==> config.mk <==
export PLATFORM = sky130hd
export DESIGN_NAME = video_linebuf_sched
export DESIGN_NICKNAME = d
export VERILOG_FILES = /design/src/rtl/video_linebuf_sched.sv
export SDC_FILE = /design/constraint.sdc
export NUM_CORES = 1
export LEC_CHECK = 0
export CAP_MARGIN = 20
export CORE_MARGIN = 8
export CORE_UTILIZATION = 51
export CTS_CLUSTER_DIAMETER = 150
export DETAILED_ROUTE_END_ITERATION = 8
export PLACE_DENSITY = 0.75
export REMOVE_ABC_BUFFERS = 1
export SKIP_CTS_REPAIR_TIMING = 1
export SYNTH_ARGS = -nofsm -noshare
export SYNTH_HDL_FRONTEND = slang
export SYNTH_SLANG_ARGS = --single-unit
==> constraint.sdc <==
create_clock -name clk -period 3.1 [get_ports clk]
set_input_delay 0.31 -clock clk [delete_from_list [all_inputs] [get_ports clk]]
set_output_delay 0.31 -clock clk [all_outputs]
set_load 0.005 [all_outputs]
==> src/rtl/video_linebuf_sched.sv <==
// rtl/video_linebuf_sched.sv - ping-pong line buffer scheduler between PPU writes and line-doubled VGA reads
// Optional build macro: VIDEO_LINEBUF_STATS_EN adds saturating underrun_cnt/overrun_cnt outputs.
module video_linebuf_sched #(
  parameter int WIDTH  = 256,
  parameter int AW     = 8,
  parameter int REPEAT = 2
) (
  input  logic          clk,
  input  logic          reset,
  input  logic          frame_start,
  input  logic          pix_valid,
  input  logic          line_end,
  input  logic          rd_line_start,
  input  logic          rd_pix,
  output logic          wr_en,
  output logic          wr_bank,
  output logic [AW-1:0] wr_addr,
  output logic          rd_bank,
  output logic [AW-1:0] rd_addr,
  output logic          rd_valid,
  output logic [1:0]    state,
  output logic          underrun,
  output logic          overrun
`ifdef VIDEO_LINEBUF_STATS_EN
  ,
  output logic [15:0]   underrun_cnt,
  output logic [15:0]   overrun_cnt
`endif
);

  typedef enum logic [1:0] {
    IDLE  = 2'd0,
    PRIME = 2'd1,
    RUN   = 2'd2
  } state_t;

  localparam logic [AW:0]   WIDTH_W   = (AW+1)'(WIDTH);
  localparam logic [AW-1:0] LAST_ADDR = AW'(WIDTH - 1);
  localparam logic [1:0]    REPEAT_W  = 2'(REPEAT);

  state_t      st;
  logic [1:0]  full;
  logic [AW:0] wr_cnt;
  logic [1:0]  rep_cnt;

  logic        le_act;
  logic        rls_run;
  logic        rep_done;
  logic        swap;
  logic        ovr_evt;
  logic        unr_evt;
  logic [1:0]  full_set;
  logic [1:0]  full_clr;
  logic [1:0]  full_nxt;

  assign state = st;

  // Event decode against the flags registered at the start of the cycle; resync masks everything
  always_comb begin
    le_act   = line_end && (st != IDLE) && !frame_start;
    rls_run  = rd_line_start && (st == RUN) && !frame_start;
    rep_done = (rep_cnt == REPEAT_W);
    swap     = rls_run && rep_done && full[~rd_bank];
    unr_evt  = rls_run && rep_done && !full[~rd_bank];
    ovr_evt  = le_act && full[~wr_bank];
    full_set = le_act ? (2'b01 << wr_bank) : 2'b00;
    full_clr = swap ? (2'b01 << rd_bank) : 2'b00;
    // A release and a fill of the same bank in one cycle leaves it full
    full_nxt = (full & ~full_clr) | full_set;
  end

  // Scheduler FSM: write-side bookkeeping, read-side sequencing and sticky error flags
  always_ff @(posedge clk) begin
    if (reset) begin
      st       <= IDLE;
      full     <= 2'b00;
      wr_bank  <= 1'b0;
      rd_bank  <= 1'b0;
      wr_cnt   <= '0;
      rep_cnt  <= 2'd0;
      wr_en    <= 1'b0;
      wr_addr  <= '0;
      rd_addr  <= '0;
      rd_valid <= 1'b0;
      underrun <= 1'b0;
      overrun  <= 1'b0;
    end else begin
      wr_en <= 1'b0;
      if (frame_start) begin
        st       <= PRIME;
        full     <= 2'b00;
        wr_bank  <= 1'b0;
        rd_bank  <= 1'b0;
        wr_cnt   <= '0;
        rep_cnt  <= 2'd0;
        rd_valid <= 1'b0;
      end else if (st != IDLE) begin
        // Pixels beyond the line width are dropped without a write strobe
        if (pix_valid && (wr_cnt < WIDTH_W)) begin
          wr_en   <= 1'b1;
          wr_addr <= wr_cnt[AW-1:0];
          wr_cnt  <= wr_cnt + 1'b1;
        end
        if (le_act) begin
          wr_cnt <= '0;
          if (!full[~wr_bank]) begin
            wr_bank <= ~wr_bank;
          end else begin
            overrun <= 1'b1;
          end
        end
        full <= full_nxt;

        if (st == PRIME) begin
          rd_valid <= 1'b0;
          if (rd_line_start && full[0]) begin
            st       <= RUN;
            rd_bank  <= 1'b0;
            rep_cnt  <= 2'd1;
            rd_addr  <= '0;
            rd_valid <= 1'b1;
          end
        end else begin
          rd_valid <= 1'b1;
          if (rls_run) begin
            rd_addr <= '0;
            if (!rep_done) begin
              rep_cnt <= rep_cnt + 2'd1;
            end else if (swap) begin
              rd_bank <= ~rd_bank;
              rep_cnt <= 2'd1;
            end else begin
              underrun <= 1'b1;
            end
          end else if (rd_pix && (rd_addr != LAST_ADDR)) begin
            rd_addr <= rd_addr + 1'b1;
          end
        end
      end
    end
  end

`ifdef VIDEO_LINEBUF_STATS_EN
  // Saturating event counters, cleared on reset and at every frame start
  always_ff @(posedge clk) begin
    if (reset || frame_start) begin
      underrun_cnt <= 16'd0;
      overrun_cnt  <= 16'd0;
    end else begin
      if (unr_evt && (underrun_cnt != 16'hFFFF)) begin
        underrun_cnt <= underrun_cnt + 16'd1;
      end
      if (ovr_evt && (overrun_cnt != 16'hFFFF)) begin
        overrun_cnt <= overrun_cnt + 16'd1;
      end
    end
  end
`endif

endmodule

## After elaboration in Yosys (flattened, before gate mapping)

Cells that the tools add are included.

- Input port bits: 7
- Register bits after elaboration: 37

- Shifts and indexed selects: 2
- Equality and inequality tests: 6
- Bitwise logic cells: 10
- $lt $le $gt $ge: 3
- Reduce and logical (&&, ||, !) cells: 31
- Add/sub/neg operators: 3
- Muxes and demuxes: 29

Operators with widths:

| kind | count |
|---|---|
| two-way mux 8 bit | 4 |
| two-way mux 9 bit | 2 |
| two-way mux 1 bit | 16 |
| nonzero test 2 bit | 8 |
| two-way mux 2 bit | 7 |
| AND reduction 3 bit | 4 |
| AND reduction 4 bit | 3 |
| adder 9 x 1 -> 9 bit (second input constant) | 1 |
| logical AND 1 bit | 9 |
| less-than comparator 9 bit (second input constant) | 1 |
| adder 8 x 1 -> 8 bit (second input constant) | 1 |
| inequality test 8 bit (second input constant) | 1 |
| inverter 1 bit | 7 |
| AND reduction 6 bit | 1 |
| AND reduction 5 bit | 1 |
| == test 2 bit (second input constant) | 2 |
| less-than comparator 1 x 2 -> 1 bit (second input constant) | 2 |
| << shifter 1 x 1 -> 2 bit (first input constant) | 2 |
| inequality test 3 x 1 -> 1 bit (second input constant) | 1 |
| nonzero test 3 bit | 1 |
| OR reduction 3 bit | 1 |
| adder 2 x 1 -> 2 bit (second input constant) | 1 |
| AND 2 bit | 1 |
| == test 2 x 1 -> 1 bit (second input constant) | 1 |
| 6 further kinds | 6 |

## Depth between registers and ports, before layout

- Depth after elaboration: 9
- Mapped depth: 6
- Gate-level depth less buffers: 5

## Worst setup path before layout

Ideal clock, no wire load.

- Kind: register to register
- Start point: reg rd_addr[0]
- End point: reg rd_addr[0]
- Data arrival time: 1,293 ps
- Period minus slack after synthesis: 1,369 ps
- Cell stages (with the launch flop): 6
- Library setup time: 76 ps
- Slack: 1,731 ps
- Cell sequence: dfxtp_1 > ha_1 > nand4_1 > o21ai_0 > a21boi_1 > o22ai_1

- Word-level cells in the longest chain between the ends: 4
- Elaborated cells between the ends (all ways): 8
- Those cells by class: add/sub (1); eq/ne (1); mux (3); reduce/logical (3)

RTL lines:

| what | line | text |
|---|---|---|
| start: declaration | 19 | `output logic [AW-1:0] rd_addr,` |
| start signal: assignment | 136 | `rd_addr <= rd_addr + 1'b1;` |
| adder 8 x 1 -> 8 bit or inequality test 8 bit (tied branches) | 136, 135 |  |
| two-way mux 8 bit or logical AND 1 bit (tied branches) | 135 | `end else if (rd_pix && (rd_addr != LAST_ADDR)) begin` |
| two-way mux 8 bit or nonzero test 3 bit (tied branches) | -- |  |
| two-way mux 8 bit or AND reduction 4 bit (tied branches) | -- |  |

Several ways; a longest one is shown, not always the timed one. The select of a mux whose other input is x is not followed.
A chain may end at the register's enable or synchronous reset.

## Worst setup path after layout

- Start point: reg st[1] (netlist: state[1])
- End point: out state[1]

RTL lines:

| what | line | text |
|---|---|---|
| start: declaration | 41 | `state_t st;` |
| start signal: assignment | 75 | `st <= IDLE;` |
| start signal: assignment | 90 | `st <= PRIME;` |
| start signal: assignment | 117 | `st <= RUN;` |
| end: declaration | 21 | `output logic [1:0] state,` |

No word-level cell between the ends.

==> reports/results.txt <==
Buf/Inv on CP: 1
FF+latch count, synth: 37
Cell variety after synth: 51
cell depth of the worst flop-to-flop path: 4
fin util: 0.642
DRC violations left: 0
drt pass-1 iters: 4
Fmax achieved: 578 MHz
net switching power: 189 uW
initial antenna violation count: 0
final net count: 227
asr flop ratio synth: 0
CP max stage cell: clkdlybuf4s50_1
switching part of the total: 0.237
DR vias: 1,517
die width: 74.2 um
commonest non-fill, non-tap cell in the layout: dfxtp_1
post-route ant nets: 0
I/O pin cnt: 31
WP data required: 2.79 ns
Chip Height: 74.2 um
Final Power: 797 uW
min-delay src: rd_valid$_SDFFE_PP0N_
Tmin final: 1.73 ns
first-pass GRT wire length: 6710 um
FF-to-FF Start: state[0]$_SDFFE_PP0P_
largest net degree at the start of global routing: 16
H-tree Lvls: 2
final clock period utilization by the worst path: 0.558
mean post-synth cell area: 9.25 um^2
Slew HR: 0.563
Arrival @ worst endpoint: 1.42 ns
prevailing post-synth register cell: dfxtp_1
Fillers: 293
Clock Latency Late Sink: 0.34 ns
WL per Instance: 14.8 um
vias in the first global route: 1,502
Hold Slack: 0.484 ns
combinational power share: 0.073
Crit Path Category: flop to output port
Clock Power Share: 0.323
IO Port Bufs: 30
clk_skew: 0.00857 ns
Critical Path Sink Type: output port
reg2reg end: wr_cnt[1]$_SDFFE_PP0P_
CTS sink count: 37
hold endpoint: rd_valid$_SDFFE_PP0N_
cts bufs inserted: 5
CORE AREA: 3280 um^2
Area Growth Syn to Fin: 21.9%
setup slack, reg-to-reg: 1.42 ns
WHS Path Cells: 2
Post-Layout Cell Count: 264
cell chosen for the clock root: clkbuf_4
crit-path cells: clkdlybuf4s50_1
Worst Tran Pin Value: 0.655 ns
crit-path max cell delay: 0.57 ns
Pint: 608 uW
part of the power in registers: 0.603
Syn. warnings: 0
WL final: 3910 um
clk buf depth: 2
Starting DRT DRC Count: 143
maxcap violations: 0
grt ovf: 0
Post-Synthesis Cell Area: 1730 um^2
Power Density: 378 nW/um^2
number of diodes: 0
Via density: 5.75
Die Footprint: 5510 um^2
worst vdd ir: 0.000273 V
cell count after synthesis: 187
Critical Path Start Type: flop
Hold Path Class: flop to flop
Placed Cells: 257
FP Rows: 21
Post-synth EDFFs: 0
total track usage: 0.153
most frequent cells in the layout: 37 x dfxtp_1, 30 x clkdlybuf4s50_1, 24 x nor2_1, 13 x nand2_1, 10 x a21oi_1
CTS tree: done
HPWL Detailed: 2830 um
Initial Util: 0.526
critical-path maximum fanout: 9
clock slew at reported path FFs: 0.11 ns
Hold Fails Final Rpt: 0
setup TNS: 0 ns
RePlAce Congestion: 0.959
unrepaired setup endpoints after global routing: false
CP delay by family, top: buffers and inverters
sequential area share after synthesis: 0.428
status: completed
share of post-route cells with drive strength above 1: 0.0963
Final setup viols: 0
Pins Over Slew Limit: 0
P_leak: 0.000655 uW
-- worst max-delay path by stage --
stage | from | endpoint | slack [ns] | cells after the start
5_1_grt | state[0]$_SDFFE_PP0P_ | wr_cnt[1]$_SDFFE_PP0P_ | 1.25 | 4
3_5_place_dp | frame_start | wr_cnt[2]$_SDFFE_PP0P_ | 1.07 | 5
6_report | state[1]$_SDFFE_PP0P_ | state[1] | 1.37 | 1
2_1_floorplan | state[1]$_SDFFE_PP0P_ | wr_addr[0]$_SDFFE_PP0P_ | 1.70 | 4
3_3_place_gp | frame_start | wr_cnt[8]$_SDFFE_PP0P_ | 1.13 | 5
4_1_cts | state[1]$_SDFFE_PP0P_ | state[1] | 1.35 | 1
-- area by class of cell --
type / count / area, um^2 / area share
Inverter: 6 / 22.5 / 0.0107
Clock buffer: 7 / 55.1 / 0.0261
Multi-Input combinational cell: 137 / 923 / 0.438
Timing Repair Buffer: 31 / 308 / 0.146
Sequential cell: 37 / 741 / 0.352
Tap cell: 46 / 57.6 / 0.0273
-- Yosys cell counts (3+ instances only) --
| cell | number | share of area |
|---|---|---|
| mux2i_1 | 9 | 0.052 |
| dfxtp_1 | 37 | 0.43 |
| buf_2 | 4 | 0.012 |
| nor3_1 | 3 | 0.0087 |
| o21ai_0 | 4 | 0.012 |
| nand4_1 | 4 | 0.014 |
| nor2_1 | 24 | 0.052 |
| a31oi_1 | 7 | 0.025 |
| o22ai_1 | 4 | 0.014 |
| nand2b_1 | 3 | 0.011 |
| nand3_1 | 6 | 0.017 |
| inv_1 | 6 | 0.013 |
| nand2_1 | 13 | 0.028 |
| xnor2_1 | 7 | 0.035 |
| a21oi_1 | 10 | 0.029 |
| and3_1 | 3 | 0.011 |
-- kinds of logic (layout without fill, tap and decap cells) --
group | Yosys count | count (layout) | synth area share
AOI/OAI and AO/OA | 42 | 42 | 0.168
xor gates and xnor gates | 7 | 7 | 0.0355
adders and majority gates | 2 | 2 | 0.0145
buffers and inverters | 13 | 44 | 0.0376
DFF | 37 | 37 | 0.428
muxes | 10 | 10 | 0.0586
and+or+nand+nor | 76 | 76 | 0.258
-- per-layer routing --
| metal | part of all wire | global-route usage |
|---|---|---|
| met3 | 0.056 | 0.0458 |
| met4 | 0.021 | 0.0804 |
| met5 | 0 | 0 |
| met2 | 0.47 | 0.245 |
| met1 | 0.46 | 0.179 |
-- power groups by stage --
| stage | clock [uW] | combinational (uW) | sequential, uW |
|---|---|---|---|
| after CTS | 266 | 58.4 | 481 |
| after detailed placement | 0 | 58.1 | 492 |
| final | 258 | 58.5 | 481 |
| after floorplan | 0 | 32.1 | 491 |
| after global placement | 0 | 56.6 | 492 |
| after global routing | 282 | 63.7 | 482 |
-- worst register-to-register path, cell delays in order (launching register included) --
cell,delay (ns)
dfxtp_1,0.41
nor2_2,0.57
or2_2,0.23
nand2b_1,0.20
a21oi_1,0.19
-- metrics by stage --
step                      cell area, um^2  setup slack (ns)
final                                2110              1.37
after global routing                 2110              1.25
after CTS                            2110              1.35
after detailed placement             2050              1.07
after global placement               2050              1.13
after floorplan                      1690              1.70
-- flip-flops by register name, summed over array words and instances, names as in the netlist, 2 cells and up --
register	cells
state	2
rd_addr	8
wr_addr	8
rep_cnt	2
wr_cnt	9
full	2
Power figures use the tool's default switching activity.
